File: src/rtl/smart_lock_ctrl.sv
// ---------------------------------------------------------------------------
// smart_lock_ctrl
//
// Keypad front end for the smart lock. It collects 4-digit BCD codes from
// one-hot digit keys and turns them into lookup / save / delete transactions
// on a req/ack handshake towards the code store. It also owns the door-lock
// state, the error pulse, the partial-entry timeout and the brute-force
// lockout.
//
// Ports
//   clk_i          system clock, rising edge
//   rst_ni         asynchronous active-low reset
//   buttons_i      digit keys 0-9 (level, one-hot when pressed)
//   enter_i        save request key (level)
//   delete_i       delete request key (level)
//   lock_i         lock key (level)
//   st_req_o       code-store request, held until st_ack_i
//   st_cmd_o       00 lookup, 01 save, 10 delete
//   st_code_o      buffered BCD digits, first-entered digit in [15:12]
//   st_ack_i       code-store completion strobe (single cycle)
//   st_ok_i        code-store result, valid with st_ack_i
//   door_locked_o  1 = door locked
//   error_o        error indication, ERR_CYCLES cycles per event
//   lockout_o      keypad disabled after MAX_FAILS failed lookups
//   digit_cnt_o    number of buffered digits (0-4)
// ---------------------------------------------------------------------------
module smart_lock_ctrl #(
    parameter int TIMEOUT_CYCLES = 1000,
    parameter int MAX_FAILS      = 3,
    parameter int LOCKOUT_CYCLES = 5000,
    parameter int ERR_CYCLES     = 4
) (
    input  logic        clk_i,
    input  logic        rst_ni,
    input  logic [9:0]  buttons_i,
    input  logic        enter_i,
    input  logic        delete_i,
    input  logic        lock_i,
    output logic        st_req_o,
    output logic [1:0]  st_cmd_o,
    output logic [15:0] st_code_o,
    input  logic        st_ack_i,
    input  logic        st_ok_i,
    output logic        door_locked_o,
    output logic        error_o,
    output logic        lockout_o,
    output logic [2:0]  digit_cnt_o
);
    localparam int TW = $clog2(TIMEOUT_CYCLES + 1);
    localparam int FW = $clog2(MAX_FAILS + 1);
    localparam int LW = $clog2(LOCKOUT_CYCLES + 1);
    localparam int EW = $clog2(ERR_CYCLES + 1);

    localparam logic [1:0] CMD_LOOKUP = 2'b00;
    localparam logic [1:0] CMD_SAVE   = 2'b01;
    localparam logic [1:0] CMD_DELETE = 2'b10;

    typedef enum logic [1:0] {S_IDLE, S_REQ, S_LOCKOUT} state_e;

    state_e      state_q;
    logic [9:0]  btn_q;
    logic        enter_q, delete_q, lock_q;
    logic        st_req_q;
    logic [1:0]  st_cmd_q;
    logic [15:0] code_q;
    logic [2:0]  digit_cnt_q;
    logic        door_locked_q;
    logic        lockout_q;
    logic [FW-1:0] fail_cnt_q;
    logic [EW-1:0] err_cnt_q;
    logic [LW-1:0] lock_cnt_q;
    logic [TW-1:0] tmo_cnt_q;

    // Rising edges: current sample against last cycle's registered keys.
    logic [9:0] btn_rise;
    logic       enter_rise, delete_rise, lock_rise, any_rise, multi_rise;
    logic [3:0] digit_val;

    assign btn_rise    = buttons_i & ~btn_q;
    assign enter_rise  = enter_i  & ~enter_q;
    assign delete_rise = delete_i & ~delete_q;
    assign lock_rise   = lock_i   & ~lock_q;
    assign any_rise    = (|btn_rise) | enter_rise | delete_rise | lock_rise;
    // More than one bit set <=> clearing the lowest set bit leaves something.
    assign multi_rise  = (btn_rise & (btn_rise - 10'd1)) != 10'd0;

    always_comb begin
        digit_val = 4'd0;
        for (int i = 0; i < 10; i++) begin
            if (btn_rise[i]) digit_val = 4'(i);
        end
    end

    always_ff @(posedge clk_i or negedge rst_ni) begin
        if (!rst_ni) begin
            state_q       <= S_IDLE;
            btn_q         <= '0;
            enter_q       <= 1'b0;
            delete_q      <= 1'b0;
            lock_q        <= 1'b0;
            st_req_q      <= 1'b0;
            st_cmd_q      <= CMD_LOOKUP;
            code_q        <= '0;
            digit_cnt_q   <= '0;
            door_locked_q <= 1'b0;
            lockout_q     <= 1'b0;
            fail_cnt_q    <= '0;
            err_cnt_q     <= '0;
            lock_cnt_q    <= '0;
            tmo_cnt_q     <= '0;
        end else begin
            btn_q    <= buttons_i;
            enter_q  <= enter_i;
            delete_q <= delete_i;
            lock_q   <= lock_i;

            // Error pulse counts down; any error event below reloads it.
            if (err_cnt_q != '0) err_cnt_q <= err_cnt_q - 1'b1;

            case (state_q)
                S_IDLE: begin
                    if (lock_rise) begin
                        door_locked_q <= 1'b1;
                        code_q        <= '0;
                        digit_cnt_q   <= '0;
                    end else if (delete_rise || enter_rise) begin
                        if (door_locked_q || digit_cnt_q != 3'd4) begin
                            err_cnt_q   <= EW'(ERR_CYCLES);
                            code_q      <= '0;
                            digit_cnt_q <= '0;
                        end else begin
                            state_q  <= S_REQ;
                            st_cmd_q <= delete_rise ? CMD_DELETE : CMD_SAVE;
                        end
                    end else if (|btn_rise) begin
                        if (multi_rise) begin
                            err_cnt_q <= EW'(ERR_CYCLES);
                        end else if (digit_cnt_q != 3'd4) begin
                            code_q      <= {code_q[11:0], digit_val};
                            digit_cnt_q <= digit_cnt_q + 3'd1;
                            // Locked: the 4th digit launches the lookup.
                            if (door_locked_q && digit_cnt_q == 3'd3) begin
                                state_q  <= S_REQ;
                                st_cmd_q <= CMD_LOOKUP;
                            end
                        end
                    end

                    // Timeout only runs while something is buffered and
                    // no key edge arrives; it is exclusive with edge handling.
                    if (any_rise || digit_cnt_q == 3'd0) begin
                        tmo_cnt_q <= '0;
                    end else if (tmo_cnt_q == TW'(TIMEOUT_CYCLES - 1)) begin
                        tmo_cnt_q   <= '0;
                        code_q      <= '0;
                        digit_cnt_q <= '0;
                    end else begin
                        tmo_cnt_q <= tmo_cnt_q + 1'b1;
                    end
                end

                S_REQ: begin
                    tmo_cnt_q <= '0;
                    // st_req_q is raised one cycle after entering REQ, so an
                    // ack is only honoured once the request is visible.
                    if (st_req_q && st_ack_i) begin
                        st_req_q    <= 1'b0;
                        code_q      <= '0;
                        digit_cnt_q <= '0;
                        state_q     <= S_IDLE;
                        if (st_cmd_q == CMD_LOOKUP) begin
                            if (st_ok_i) begin
                                door_locked_q <= 1'b0;
                                fail_cnt_q    <= '0;
                            end else begin
                                err_cnt_q  <= EW'(ERR_CYCLES);
                                fail_cnt_q <= fail_cnt_q + 1'b1;
                                if ((fail_cnt_q + 1'b1) == FW'(MAX_FAILS)) begin
                                    state_q    <= S_LOCKOUT;
                                    lockout_q  <= 1'b1;
                                    lock_cnt_q <= LW'(LOCKOUT_CYCLES - 1);
                                end
                            end
                        end else if (!st_ok_i) begin
                            err_cnt_q <= EW'(ERR_CYCLES);
                        end
                    end else begin
                        st_req_q <= 1'b1;
                    end
                end

                S_LOCKOUT: begin
                    tmo_cnt_q <= '0;
                    if (lock_cnt_q == '0) begin
                        lockout_q  <= 1'b0;
                        fail_cnt_q <= '0;
                        state_q    <= S_IDLE;
                    end else begin
                        lock_cnt_q <= lock_cnt_q - 1'b1;
                    end
                end

                default: state_q <= S_IDLE;
            endcase
        end
    end

    assign st_req_o      = st_req_q;
    assign st_cmd_o      = st_cmd_q;
    assign st_code_o     = code_q;
    assign door_locked_o = door_locked_q;
    assign error_o       = (err_cnt_q != '0);
    assign lockout_o     = lockout_q;
    assign digit_cnt_o   = digit_cnt_q;

endmodule

File: config.mk
export PLATFORM = sky130hd
export DESIGN_NAME = smart_lock_ctrl
export DESIGN_NICKNAME = d
export VERILOG_FILES = /design/src/rtl/smart_lock_ctrl.sv
export SDC_FILE = /design/constraint.sdc
export NUM_CORES = 1
export LEC_CHECK = 0
export ABC_AREA = 1
export ABC_CLOCK_PERIOD_IN_PS = 2000
export CORE_ASPECT_RATIO = 0.8
export CORE_UTILIZATION = 45
export CTS_CLUSTER_DIAMETER = 100
export DETAILED_ROUTE_END_ITERATION = 10
export PLACE_DENSITY = 0.68
export SLEW_MARGIN = 15
export SYNTH_ARGS = -nofsm -noshare
export SYNTH_HDL_FRONTEND = slang
export SYNTH_SLANG_ARGS = --single-unit
File: constraint.sdc
create_clock -name clk_i -period 2 [get_ports clk_i]
set_clock_uncertainty 0.1 [all_clocks]
set_input_delay 0.4 -clock clk_i [delete_from_list [all_inputs] [get_ports clk_i]]
set_output_delay 0.4 -clock clk_i [all_outputs]
set_load 0.03 [all_outputs]
Word-level counts from Yosys, hierarchy flattened
Index checks and enable logic that the tools add are counted.
W data, S select, Z words.
{"block": "op_classes", "add_sub_neg": 6, "eq_ne": 22, "n_mux": 83, "n_bitwise": 13, "reduce_logical": 26}
{"cell": "$mux W16", "count": 9}
{"cell": "$mux W13", "count": 5}
{"cell": "$mux W3", "count": 17}
{"cell": "$mux W2", "count": 23}
{"cell": "$pmux W16 S2", "count": 1}
{"cell": "$mux W4", "count": 7}
{"cell": "$pmux W13 S2", "count": 1}
{"cell": "$and A10 B10 Y10", "count": 2}
{"cell": "$mux W10", "count": 2}
{"cell": "$ne A2 B2 Y1 const B", "count": 10}
{"cell": "$pmux W10 S2", "count": 1}
{"cell": "$ne A3 B3 Y1 const B", "count": 6}
{"cell": "$logic_not A13 Y1", "count": 1}
{"cell": "$sub A13 B1 Y13 const B", "count": 1}
{"cell": "$pmux W3 S2", "count": 2}
{"cell": "$reduce_and A6 Y1", "count": 2}
{"cell": "$reduce_bool A2 Y1", "count": 6}
{"cell": "$mux W1", "count": 11}
{"cell": "$add A10 B1 Y10 const B", "count": 1}
{"cell": "$eq A10 B10 Y1 const B", "count": 1}
{"cell": "$not A10 Y10", "count": 1}
{"cell": "$reduce_bool A10 Y1", "count": 1}
{"cell": "$reduce_or A10 Y1", "count": 1}
{"cell": "$sub A10 B1 Y10 const B", "count": 1}
{"cell": "other kinds (24)", "count": 37}
{"block": "totals", "regBits": 67, "input_bits": 17, "output_inout_bits": 25, "elab_cells": 165}

Depth between registers and ports, before layout
{"block": "logic_depth", "ltp_word": 19, "mapped_depth": 15, "mapped_depth_nobuf": 15}

Least setup slack after synthesis
Ideal clock, no wire load.
{"block": "synth_timing", "path_type": "register -> register", "from": "register digit_cnt_q[0], in the netlist digit_cnt_o[0]", "to": "register st_cmd_q[1], in the netlist st_cmd_o[1]", "setup_time_ps": 119, "t_arrival_ps": 1914, "required_time_ps": 1781, "setup_slack_ps": -133, "stages_incl_launch_ff": 11, "path_buffers": 1, "period_less_slack_ps": 2133, "cell_sequence": "dfrtp_1 inv_1 ha_1 nand2_1 clkbuf_1 a31oi_1 nor3_1 nand2_1 nor2_2 nand2_1 o21a_1"}
{"block": "synth_via", "elab_chain_cells": 4, "word_cells_on_any_way": 8, "classes_between": "eq/ne (3); reduce/logical (5)"}
{"item": "start: declaration", "line": "66", "source": "logic [2:0] digit_cnt_q;"}
{"item": "start signal: assignment", "line": "140", "source": "digit_cnt_q <= digit_cnt_q + 3'd1;"}
{"item": "$ne A3 B3 Y1 or $eq A3 B2 Y1 (tied branches)", "line": "127, 138, 142"}
{"item": "$logic_or A1 B1 Y1 or $logic_and A1 B1 Y1 (tied branches)", "line": "127, 142"}
{"item": "$ne A2 B2 Y1 (no line) or $reduce_bool A2 Y1 (tied branches)"}
{"item": "$reduce_and A7 Y1 (no line) (*)"}
{"item": "end signal: assignment", "line": "133", "source": "st_cmd_q <= delete_rise ? CMD_DELETE : CMD_SAVE;"}
{"item": "end: declaration", "line": "64", "source": "logic [1:0] st_cmd_q;"}
Mark *: on every way between the ends. The rest lies on a longest branch, timed or not.
A chain may end at the register's enable or synchronous reset.

Worst setup path in the final report
{"block": "layout_timing", "from": "register code_q[1], in the netlist st_code_o[1]", "to": "output port st_code_o[1]"}
{"item": "start: declaration", "line": "65", "source": "logic [15:0] code_q;"}
{"item": "start signal: assignment", "line": "139", "source": "code_q <= {code_q[11:0], digit_val};"}
{"item": "end: declaration", "line": "41", "source": "output logic [15:0] st_code_o,"}
No word-level cell between the ends.

==> impl_metrics.yaml <==
yosys:
  async_flop_share_pct: 100
  avgSynthCellArea_um2: 7.43
  syn-num-nets: 575
  synthAdderAreaFrac_pct: 3.70
  synth-xor-area-share_pct: 1.94
  synth_top_flop_cell: "dfrtp_1"
  ys_ff_latch: 67
  synth_edf_count: 0
  synth_seq_area_share_pct: 41.3
  netlist_instances: 546
  synth_cell_types: 43
  syn_area_um2: 4060
  synthSimpleGateAreaFrac_pct: 37.1
  synth_top_family_by_area: "simple AND/OR/NAND/NOR gates"
  synthMuxAreaShare_pct: 0
  synth-compound-area-share_pct: 7.77
  ys_warn_count: 0
critical_path:
  path_class: "flop to output pin"
  reg2reg_slack_ps: 60
  critPathLaunchType: "flop"
  r2r_cells: 11
  r2r-start: "digit_cnt_o[0]"
  cp_slowest_cell: "clkdlybuf4s50_1"
  required_ps: 1500
  r2r_end: "st_cmd_o[1]"
  critPathBufInv: 1
  startpoint: "st_code_o[1]"
  cp-end-kind: "output pin"
  cp_slowest_stage_delay_ps: 710
  critical_path_arrival_ps: 1470
  cp_top_family: "buffers and inverters"
  crit_path_max_fanout: 5
  crit_chain: "clkdlybuf4s50_1"
final_layout:
  fin_nets: 690
  final_area_um2: 5690
  diodes: 0
  drive_above_1_share_pct: 25.7
  area_delta_synth_final_pct: 40.2
sta:
  rsz0062_at_grt: "yes"
  fin_ws_ps: 28.5
  period_share_pct: 98.6
  timing.slew.headroom_pct: 69.3
  drv_slew: 0
  setup_viol: 0
  tightest_slew_ps: 461
  min_period_ps: 1970
  hold_viol: 0
  clock.fmax_mhz: 507
routing:
  drt-initial-drc-count: 247
  wl_um: 10700
  viasPerCell: 5.09
  wl_per_cell_um: 13.7
  first_pass_iters: 4
  antenna_left: 0
  vias: 3957
  drc: 0
grt:
  grt_pass1_wl_um: 17000
  grt_max_degree: 36
  antenna_found_initial: 0
  grt_pass1_vias: 3838
  grt-ovfl-total: 0
  grt_util_all_layers_pct: 23.0
floorplan:
  coreArea_um2: 8630
  die_area_um2: 9410
  die_w_um: 108
  die_y_um: 86.9
  io_pins: 42
  initial_utilization_pct: 47.0
  num_rows: 30
clocking:
  root_buffer: "clkbuf_16"
  clockBufferDepth: 2
  cts_tree: "built"
  clk_pin_slew_worst_paths_ps: 50
  cts_made_buffers: 9
  clock_sinks: 67
  insertion_delay_ps: 340
  cts_max_level: 3
status:
  status: "finished, final reports clean"
power_and_ir_drop:
  total_power_w: 0.00674
  ir_drop_uv: 668
  power.density_nw_per_um2: 1190
  p_leak_nw: 2.94
place:
  portBuffers: 41
  gp_congestion: 0.830
  dp_hpwl_um: 6790
  dp_slack_ps: -402
  placed_area_um2: 4940
flow_run:
  maxCapViolCount: 0
worst_hold_path:
  worstHoldStart: "buttons_i[8]"
  min_to: "btn_q[8]"
  hold_class: "input port to flop"
  hold_depth: 1
## cell usage after synthesis (2+ instances only)
cell type,n,area share (%)
dfrtp_1,67,41
o41ai_1,3,0.65
clkbuf_1,4,0.37
ha_1,12,3.7
inv_2,5,0.46
nand3_2,3,0.74
nand2_2,11,1.7
buf_2,3,0.37
a21oi_1,11,1.4
nor2_1,71,6.6
o21ai_1,4,0.49
nand4_1,3,0.46
or2_2,3,0.46
xor2_1,8,1.7
nor4_1,2,0.31
inv_1,66,6.1
nor3_1,14,1.7
nor2_4,4,1.1
nand3_1,51,6.3
a31oi_1,3,0.46
nand2_1,144,13
nor2_2,2,0.31
o22ai_1,6,0.92
o21ai_0,20,2.5
nand2_4,8,2.2
## layout by cell type, fill, tap and decap left out, drive strengths merged, types with 2 or more instances in the layout
cell type,n
a211oi,2
dlygate4sd2,8
xor2,8
o41ai,3
clkbuf,15
buf,70
nor4,2
a21oi,11
dlymetal6s2s,10
ha,12
nor2,79
nand3,54
or2,5
dfrtp,67
a31oi,3
o22ai,6
nand2,165
nor3,14
nand4,5
inv,70
o21ai,24
clkdlybuf4s50,21
## worst max path at each step
stage | endpoint | depth (start not counted) | slack (ps)
2_1_floorplan | st_cmd_o[1] | 11 | 2
3_3_place_gp | st_code_o[9] | 13 | -330
3_5_place_dp | st_cmd_o[1] | 14 | -400
4_1_cts | digit_cnt_o[0] | 2 | 4
5_1_grt | st_code_o[0] | 14 | -30
6_report | st_code_o[1] | 1 | 30
## report_power, final
part	leakage, nW	switching, W	internal (W)
clock network	0.147	0.000572	0.00103
registers	0.841	0.000280	0.00164
logic	1.95	0.00191	0.00132
total	2.94	0.00276	0.00399
## state kept, by name, indices dropped and copies added, names as in the netlist
register	count
st_req_o	1
err_cnt_q	3
btn_q	10
fail_cnt_q	2
digit_cnt_o	3
enter_q	1
st_code_o	16
lock_cnt_q	13
delete_q	1
lockout_o	1
door_locked_o	1
tmo_cnt_q	10
state_q	2
st_cmd_o	2
lock_q	1
## what timing repair did
| item | 4_1_cts | 5_1_grt |
|---|---|---|
| hold endpoints to repair | 17 | 0 |
| gates resized for setup | 16 | 70 |
| pin swaps | 17 | 31 |
| setup buffers | 3 | 16 |
| endpoints found under the setup margin | 8 | 48 |
| cloned | 2 | 2 |
| hold buffers | 1 | 0 |
## cells by family (layout without fill, tap and decap cells)
group / count (synthesis) / count (layout)
AND/OR/NAND/NOR: 323 / 327
buffers and inverters: 82 / 198
flip-flops: 67 / 67
AO/OA/AOI/OAI: 53 / 53
adder cells (fa/ha/maj): 12 / 12
XOR/XNOR: 9 / 9
## area by class of cell
type	count	area, µm²
Fill cell	734	2940
Multi-Input combinational cell	401	2310
Sequential cell	67	1680
Timing Repair Buffer	111	996
Inverter	71	270
Clock buffer	14	264
Tap cell	112	140
Clock inverter	2	35.0
## stage by stage
step	instances	hold WS (ps)	util, %	setup TNS [ps]
CTS	760	224	61.6	0
finish	778	124	65.9	0
global route	778	138	65.9	-283
floorplan	546	4.41	-	0
global placement	738	278	57.2	-9940
detailed placement	738	281	57.2	-10930
## per-layer routing
layer,part of all wire [%],routed length (µm),up-vias,global-route usage (%)
li1,-,-,1989,-
met1,45,4770,1870,28.5
met2,49,5280,80,39.5
met3,4.4,475,18,5.09
met4,1.6,167,0,7.85
met5,0,0,-,0
## worst reg2reg max path, stage by stage (launching register included)
cell     delay, ps
dfrtp_2        410
inv_2           90
ha_4           140
nand2_1         80
or2_4          240
nand2_2         80
nand2_1         70
nor3_2         260
nand2_4        110
nor2_4         110
nand2_1         60
o21a_1         100
No activity file was read; power rests on OpenSTA's default activity.
==> patch 1 (same settings) <==
Add an input register stage for `buttons_i`; this delays it by one clock. The other inputs are not delayed to match.
--- a/src/rtl/smart_lock_ctrl.sv
+++ b/src/rtl/smart_lock_ctrl.sv
@@ -57,6 +57,12 @@
 
     typedef enum logic [1:0] {S_IDLE, S_REQ, S_LOCKOUT} state_e;
 
+    logic [9:0] buttons_q;
+
+    always_ff @(posedge clk_i) begin
+        buttons_q <= buttons_i;
+    end
+
     state_e      state_q;
     logic [9:0]  btn_q;
     logic        enter_q, delete_q, lock_q;
@@ -76,7 +82,7 @@
     logic       enter_rise, delete_rise, lock_rise, any_rise, multi_rise;
     logic [3:0] digit_val;
 
-    assign btn_rise    = buttons_i & ~btn_q;
+    assign btn_rise    = buttons_q & ~btn_q;
     assign enter_rise  = enter_i  & ~enter_q;
     assign delete_rise = delete_i & ~delete_q;
     assign lock_rise   = lock_i   & ~lock_q;
@@ -109,7 +115,7 @@
             lock_cnt_q    <= '0;
             tmo_cnt_q     <= '0;
         end else begin
-            btn_q    <= buttons_i;
+            btn_q    <= buttons_q;
             enter_q  <= enter_i;
             delete_q <= delete_i;
             lock_q   <= lock_i;
Function: changed (a bounded check fails within 4 cycles, from zero or initial values and one cycle with rst_ni low).
==> patch 1 against the original RTL <==
  * The flow now finishes with violations (DRC)
  * Synthesized area is 6.7% higher
  * Routed wire length is 9.9% lower
  * Sequential cell count up 10
  * Final area is 2.9% lower
  * Die area is 6.5% higher
  * Power grew 6.3%
  * Synthesized cell count up 1.8%
  * Setup slack better by 0.018 ns
  * Critical endpoint is now st_code_o[4]
  * Largest cell class unchanged
  * Highest routed layer unchanged
==> patch 1: results (changes against the original RTL) <==
share of layout cells above drive strength 1 16.82% (was 25.68%); Worst Hold Endpoint btn_q[9]$_DFF_PN0_ (was btn_q[8]$_DFF_PN0_); min-delay src buttons_q[9]$_DFF_P_ (was buttons_i[8]); gr usage total 20.56% (was 22.97%); initial drt markers 228 (was 247); WHS Path Cells 0 (was 1); fill cell count 810 (was 734); FF-to-FF End lock_cnt_q[9]$_DFFE_PN0P_ (was st_cmd_o[1]$_DFFE_PN0P_); violated checks DRC; final cell count without fillers 757 (was 778); Synth top cells by count nand2_1, dfrtp_1, inv_1, nor2_1, nand3_1 (was nand2_1, nor2_1, dfrtp_1); post-synthesis xor/xnor area fraction 2.225% (was 1.942%); complex-gate fraction of the synthesized area 7.486% (was 7.768%); first-pass GRT wire length 16560 µm (was 16980 µm); FFs w/ async S/R, synth 87.01% (was 100.0%); wire per inst 12.73 µm (was 13.75 µm); mux share of post-synthesis cell area 0.2601% (was 0%); DP Wirelength 6795 µm (was 6788 µm); worst path arrival time 1.45 ns (was 1.47 ns); Residual DRC 2 (was 0); synth top area cells dfrtp_1, nand2_1, nand3_1 (was dfrtp_1, nand2_1, nor2_1); GPL Wtd Cong 0.8155 (was 0.8301); Mapped Avg Cell Area 7.786 µm² (was 7.434 µm²); nets@finish 666 (was 690); adder-cell share of the synthesized area 3.468% (was 3.699%); DRT Pass-1 Iters 8 (was 4); status finished, violations left (was completed); Via density 5.017 (was 5.086); static leakage 2.844 nW (was 2.938 nW); net count after synthesis 585 (was 575); vias in the first global route 3706 (was 3838)
-- patch 1: changes by cell type after synthesis, moves of 4 or more --
cell     change
nor2_1       -4
dfxtp_1     +10
nor3_1       -5
a21oi_1      +5
nand2_1      -4
-- patch 1: metrics by stage --
step                worst slack, ns  cell area, µm²  hold WS, ns  utilization, %  total power, mW
floorplan                   0.03983            4329     0.004409               -            4.138
global placement            -0.2357            5080       0.2398           55.26            5.273
detailed placement          -0.2748            5080       0.2442           55.26            5.343
CTS                        0.008277            5411       0.2522           58.87            7.141
global route               -0.04476            5527       0.2594           60.12            7.647
finish                      0.04676            5527       0.2519           60.12            7.169
-- patch 1: per-layer routing --
layer,up-vias,wire length [µm],track usage (%)
met1,1767,4569,26.66
met4,0,115,5.068
met5,-,0,0
met3,7,421,5.597
met2,76,4526,33.95
li1,1948,-,-
-- patch 1: worst reg2reg max path: cells and delay by family, from the launching register on --
kind	cells	cell delay [ns]
compound gates	2	0.18
simple gates	8	1.05
flops	1	0.40
buf+inv	1	0.07
-- patch 1: worst max path at each step --
stage,depth (start not counted),startpoint,endpoint,slack [ns]
finish,1,st_code_o[4]$_DFFE_PN0P_,st_code_o[4],0.05
floorplan,9,lock_cnt_q[0]$_DFFE_PN0P_,fail_cnt_q[1]$_DFFE_PN0P_,0.04
global route,11,st_cmd_o[1]$_DFFE_PN0P_,lock_cnt_q[9]$_DFFE_PN0P_,-0.04
global placement,13,enter_i,state_q[1]$_DFFE_PN0P_,-0.24
detailed placement,11,enter_i,st_cmd_o[0]$_DFFE_PN0P_,-0.27
CTS,1,st_code_o[8]$_DFFE_PN0P_,st_code_o[8],0.008
-- patch 1: final cells by class --
type | count | area [µm²] | area share [%]
Multi-Input combinational cell | 397 | 2170 | 39.26
Sequential cell | 77 | 1877 | 33.96
Timing Repair Buffer | 80 | 737.0 | 13.33
Inverter | 72 | 272.8 | 4.935
Clock buffer | 11 | 242.7 | 4.392
Tap cell | 115 | 143.9 | 2.604
Clock inverter | 5 | 83.83 | 1.517
-- patch 1: power by group --
group	internal [mW]	switching [mW]	total [mW]
Combinational	1.28	1.96	3.23
Clock	1.13	0.646	1.77
Sequential	1.87	0.294	2.16
Total	4.27	2.90	7.17
-- patch 1: repair_timing --
| action | in CTS | in global routing |
|---|---|---|
| hold endpoints to repair | 18 | 0 |
| setup endpoints to repair | 4 | 46 |
| buffers inserted | 0 | 2 |
| hold buffers | 1 | 0 |
| gates resized for setup | 4 | 31 |
| pin swaps | 0 | 3 |
| gates cloned | 0 | 1 |
-- patch 1: kinds of logic (layout without fill, tap and decap cells) --
group                    count (synthesis)  in the layout
multiplexers                             1              1
AND/OR/NAND/NOR                        316            317
adder cells (fa/ha/maj)                 12             12
AO/OA/AOI/OAI                           56             56
flip-flops                              77             77
buffers and inverters                   83            168
XOR/XNOR                                11             11
==> patch 2 (same settings) <==
Without the edit above. The parameter `TIMEOUT_CYCLES` goes from 1000 to 500.
--- a/src/rtl/smart_lock_ctrl.sv
+++ b/src/rtl/smart_lock_ctrl.sv
@@ -25,7 +25,7 @@
 //   digit_cnt_o    number of buffered digits (0-4)
 // ---------------------------------------------------------------------------
 module smart_lock_ctrl #(
-    parameter int TIMEOUT_CYCLES = 1000,
+    parameter int TIMEOUT_CYCLES = 500,
     parameter int MAX_FAILS      = 3,
     parameter int LOCKOUT_CYCLES = 5000,
     parameter int ERR_CYCLES     = 4
Formal check against the unedited RTL: same outputs for any inputs over 4 cycles, from zero or initial values and one cycle with rst_ni low; that may be too few to reach the edited logic, so the function may still have changed.
==> patch 2 against the original RTL <==
  * Power decreased by 4.3%
  * Combinational power fell by 2%
  * Routed wire length shrank 7.4%
  * Register-to-register slack better by 0.02 ns
  * Synthesized area shrank 1.0%
  * First-iteration DRC count shrank 8.5%
  * Setup slack improved by 0.032 ns
  * Critical path depth unchanged
  * Sequential cell count shrank 1
  * Final area fell by 3.8%
==> patch 2: results (changes against the original RTL) <==
synth top area cells dfrtp_1, nand2_1, nor2_1 (unchanged); clk slew on worst S/H paths 0.08 ns (was 0.05 ns); Worst path top cell family by delay buffers and inverters (unchanged); share of layout cells above drive strength 1 25.23% (was 25.68%); detailed-routing wirelength on met1 4524 µm (was 4773 µm); Synth Instances 543 (was 546); CTS Buffer Depth 2 (unchanged); net count after synthesis 572 (was 575); max_slew headroom 66.31% (was 69.29%); Hold Crit Class in2reg (unchanged); initial drt markers 226 (was 247); ys flop type dfrtp_1 (unchanged); dpl cells 732 (was 738); clock root buffer clkbuf_8 (was clkbuf_16); status completed (unchanged); largest net degree at the start of global routing 38 (was 36); Synth cell types 38 (was 43); FFs w/ async S/R, synth 100.0% (unchanged); DRT Pass-1 Iters 5 (was 4); GPL Wtd Cong 0.8032 (was 0.8301); nets@finish 678 (was 690); vias in the first global route 3620 (was 3838); DR top layer met4 (unchanged); Post-DRT Antenna Nets 0 (unchanged); VDD IR-drop max 0.6935 mV (was 0.6676 mV); CP max FO 3 (was 5); gr usage total 22.07% (was 22.97%); pre-CTS setup slack -0.3751 ns (was -0.4023 ns); Ant. Diodes 0 (unchanged); Int Pwr 3.778 mW (was 3.986 mW); clk_lat worst skew 0.36 ns (was 0.34 ns); static leakage 2.912 nW (was 2.938 nW); worst path arrival time 1.44 ns (was 1.47 ns); Port Buf Inserts 41 (unchanged); Slowest-stage cell, CP clkdlybuf4s50_1 (unchanged); final cell count without fillers 766 (was 778); DP Wirelength 6623 µm (was 6788 µm); routed wire length 9901 µm (was 10700 µm); first-pass GRT wire length 16170 µm (was 16980 µm); H-tree levels 3 (unchanged); routed wl met3 443 µm (was 475 µm); DR WL met2 4807 µm (was 5279 µm); register area share after synthesis 41.12% (was 41.31%); antenna violations before repair 0 (unchanged); Worst path max stage delay 0.69 ns (was 0.71 ns); via count of the routed design 3841 (was 3957); Synth top cells by count nand2_1, nor2_1, dfrtp_1 (unchanged)
## patch 2: metal layers
layer / global-route usage, % / vias to the layer above
met5: 0 / -
met4: 7.846 / 0
met3: 5.714 / 14
met2: 37.24 / 89
met1: 27.43 / 1799
li1: - / 1939
## patch 2: repair_timing
item	in CTS	in global routing
hold endpoints to repair	17	0
setup endpoints to repair	14	45
gates cloned	0	5
pin swaps	0	34
resized for setup	12	59
hold buffers	1	0
setup buffers	0	12
## patch 2: cell type report
| class | count | area, µm² |
|---|---|---|
| fillers | 724 | 3085 |
| repair buffers | 100 | 935.9 |
| multi-input cells | 395 | 2202 |
| inverters | 77 | 289.0 |
| well taps | 112 | 140.1 |
| flip-flops and latches | 66 | 1654 |
| clock inverters | 5 | 100.1 |
| clock buffers | 11 | 151.4 |
## patch 2: final timing paths
kind	start	endpoint	slack, ns	depth (start not counted)
worst max-delay path	st_req_o$_DFFE_PN0P_	st_req_o	0.06	1
worst min-delay path	buttons_i[3]	btn_q[3]$_DFF_PN0_	0.11	1
worst max register to register	state_q[1]$_DFFE_PN0P_	lock_cnt_q[8]$_DFFE_PN0P_	0.08	12
worst min register to register	lockout_o$_DFFE_PN0P_	lockout_o$_DFFE_PN0P_	0.40	2
max in group asynchronous	rst_ni	digit_cnt_o[0]$_DFFE_PN0P_	0.80	3
min in group asynchronous	rst_ni	st_req_o$_DFFE_PN0P_	0.43	2
## patch 2: power groups by stage
stage               Clock [mW]  Combinational (mW)  Sequential, mW
detailed placement           0                3.00            1.90
finish                    1.43                3.15            1.88
CTS                       1.46                2.96            1.88
floorplan                    0                1.39            2.22
global route              1.51                3.46            1.93
global placement             0                2.93            1.89
## patch 2: stage by stage
| step | area (µm²) | TNS (ns) |
|---|---|---|
| 3_3_place_gp | 4898 | -9.610 |
| 2_1_floorplan | 4019 | 0 |
| 4_1_cts | 5150 | 0 |
| 5_1_grt | 5473 | -0.08115 |
| 3_5_place_dp | 4898 | -11.88 |
| 6_report | 5473 | 0 |
## patch 2: kinds of logic after synthesis
logic type	synth area share [%]
AND/OR/NAND/NOR	38.16
buffers and inverters	8.723
AO/OA/AOI/OAI	6.511
flip-flops	41.12
adder cells (fa/ha/maj)	3.738
XOR/XNOR	1.745
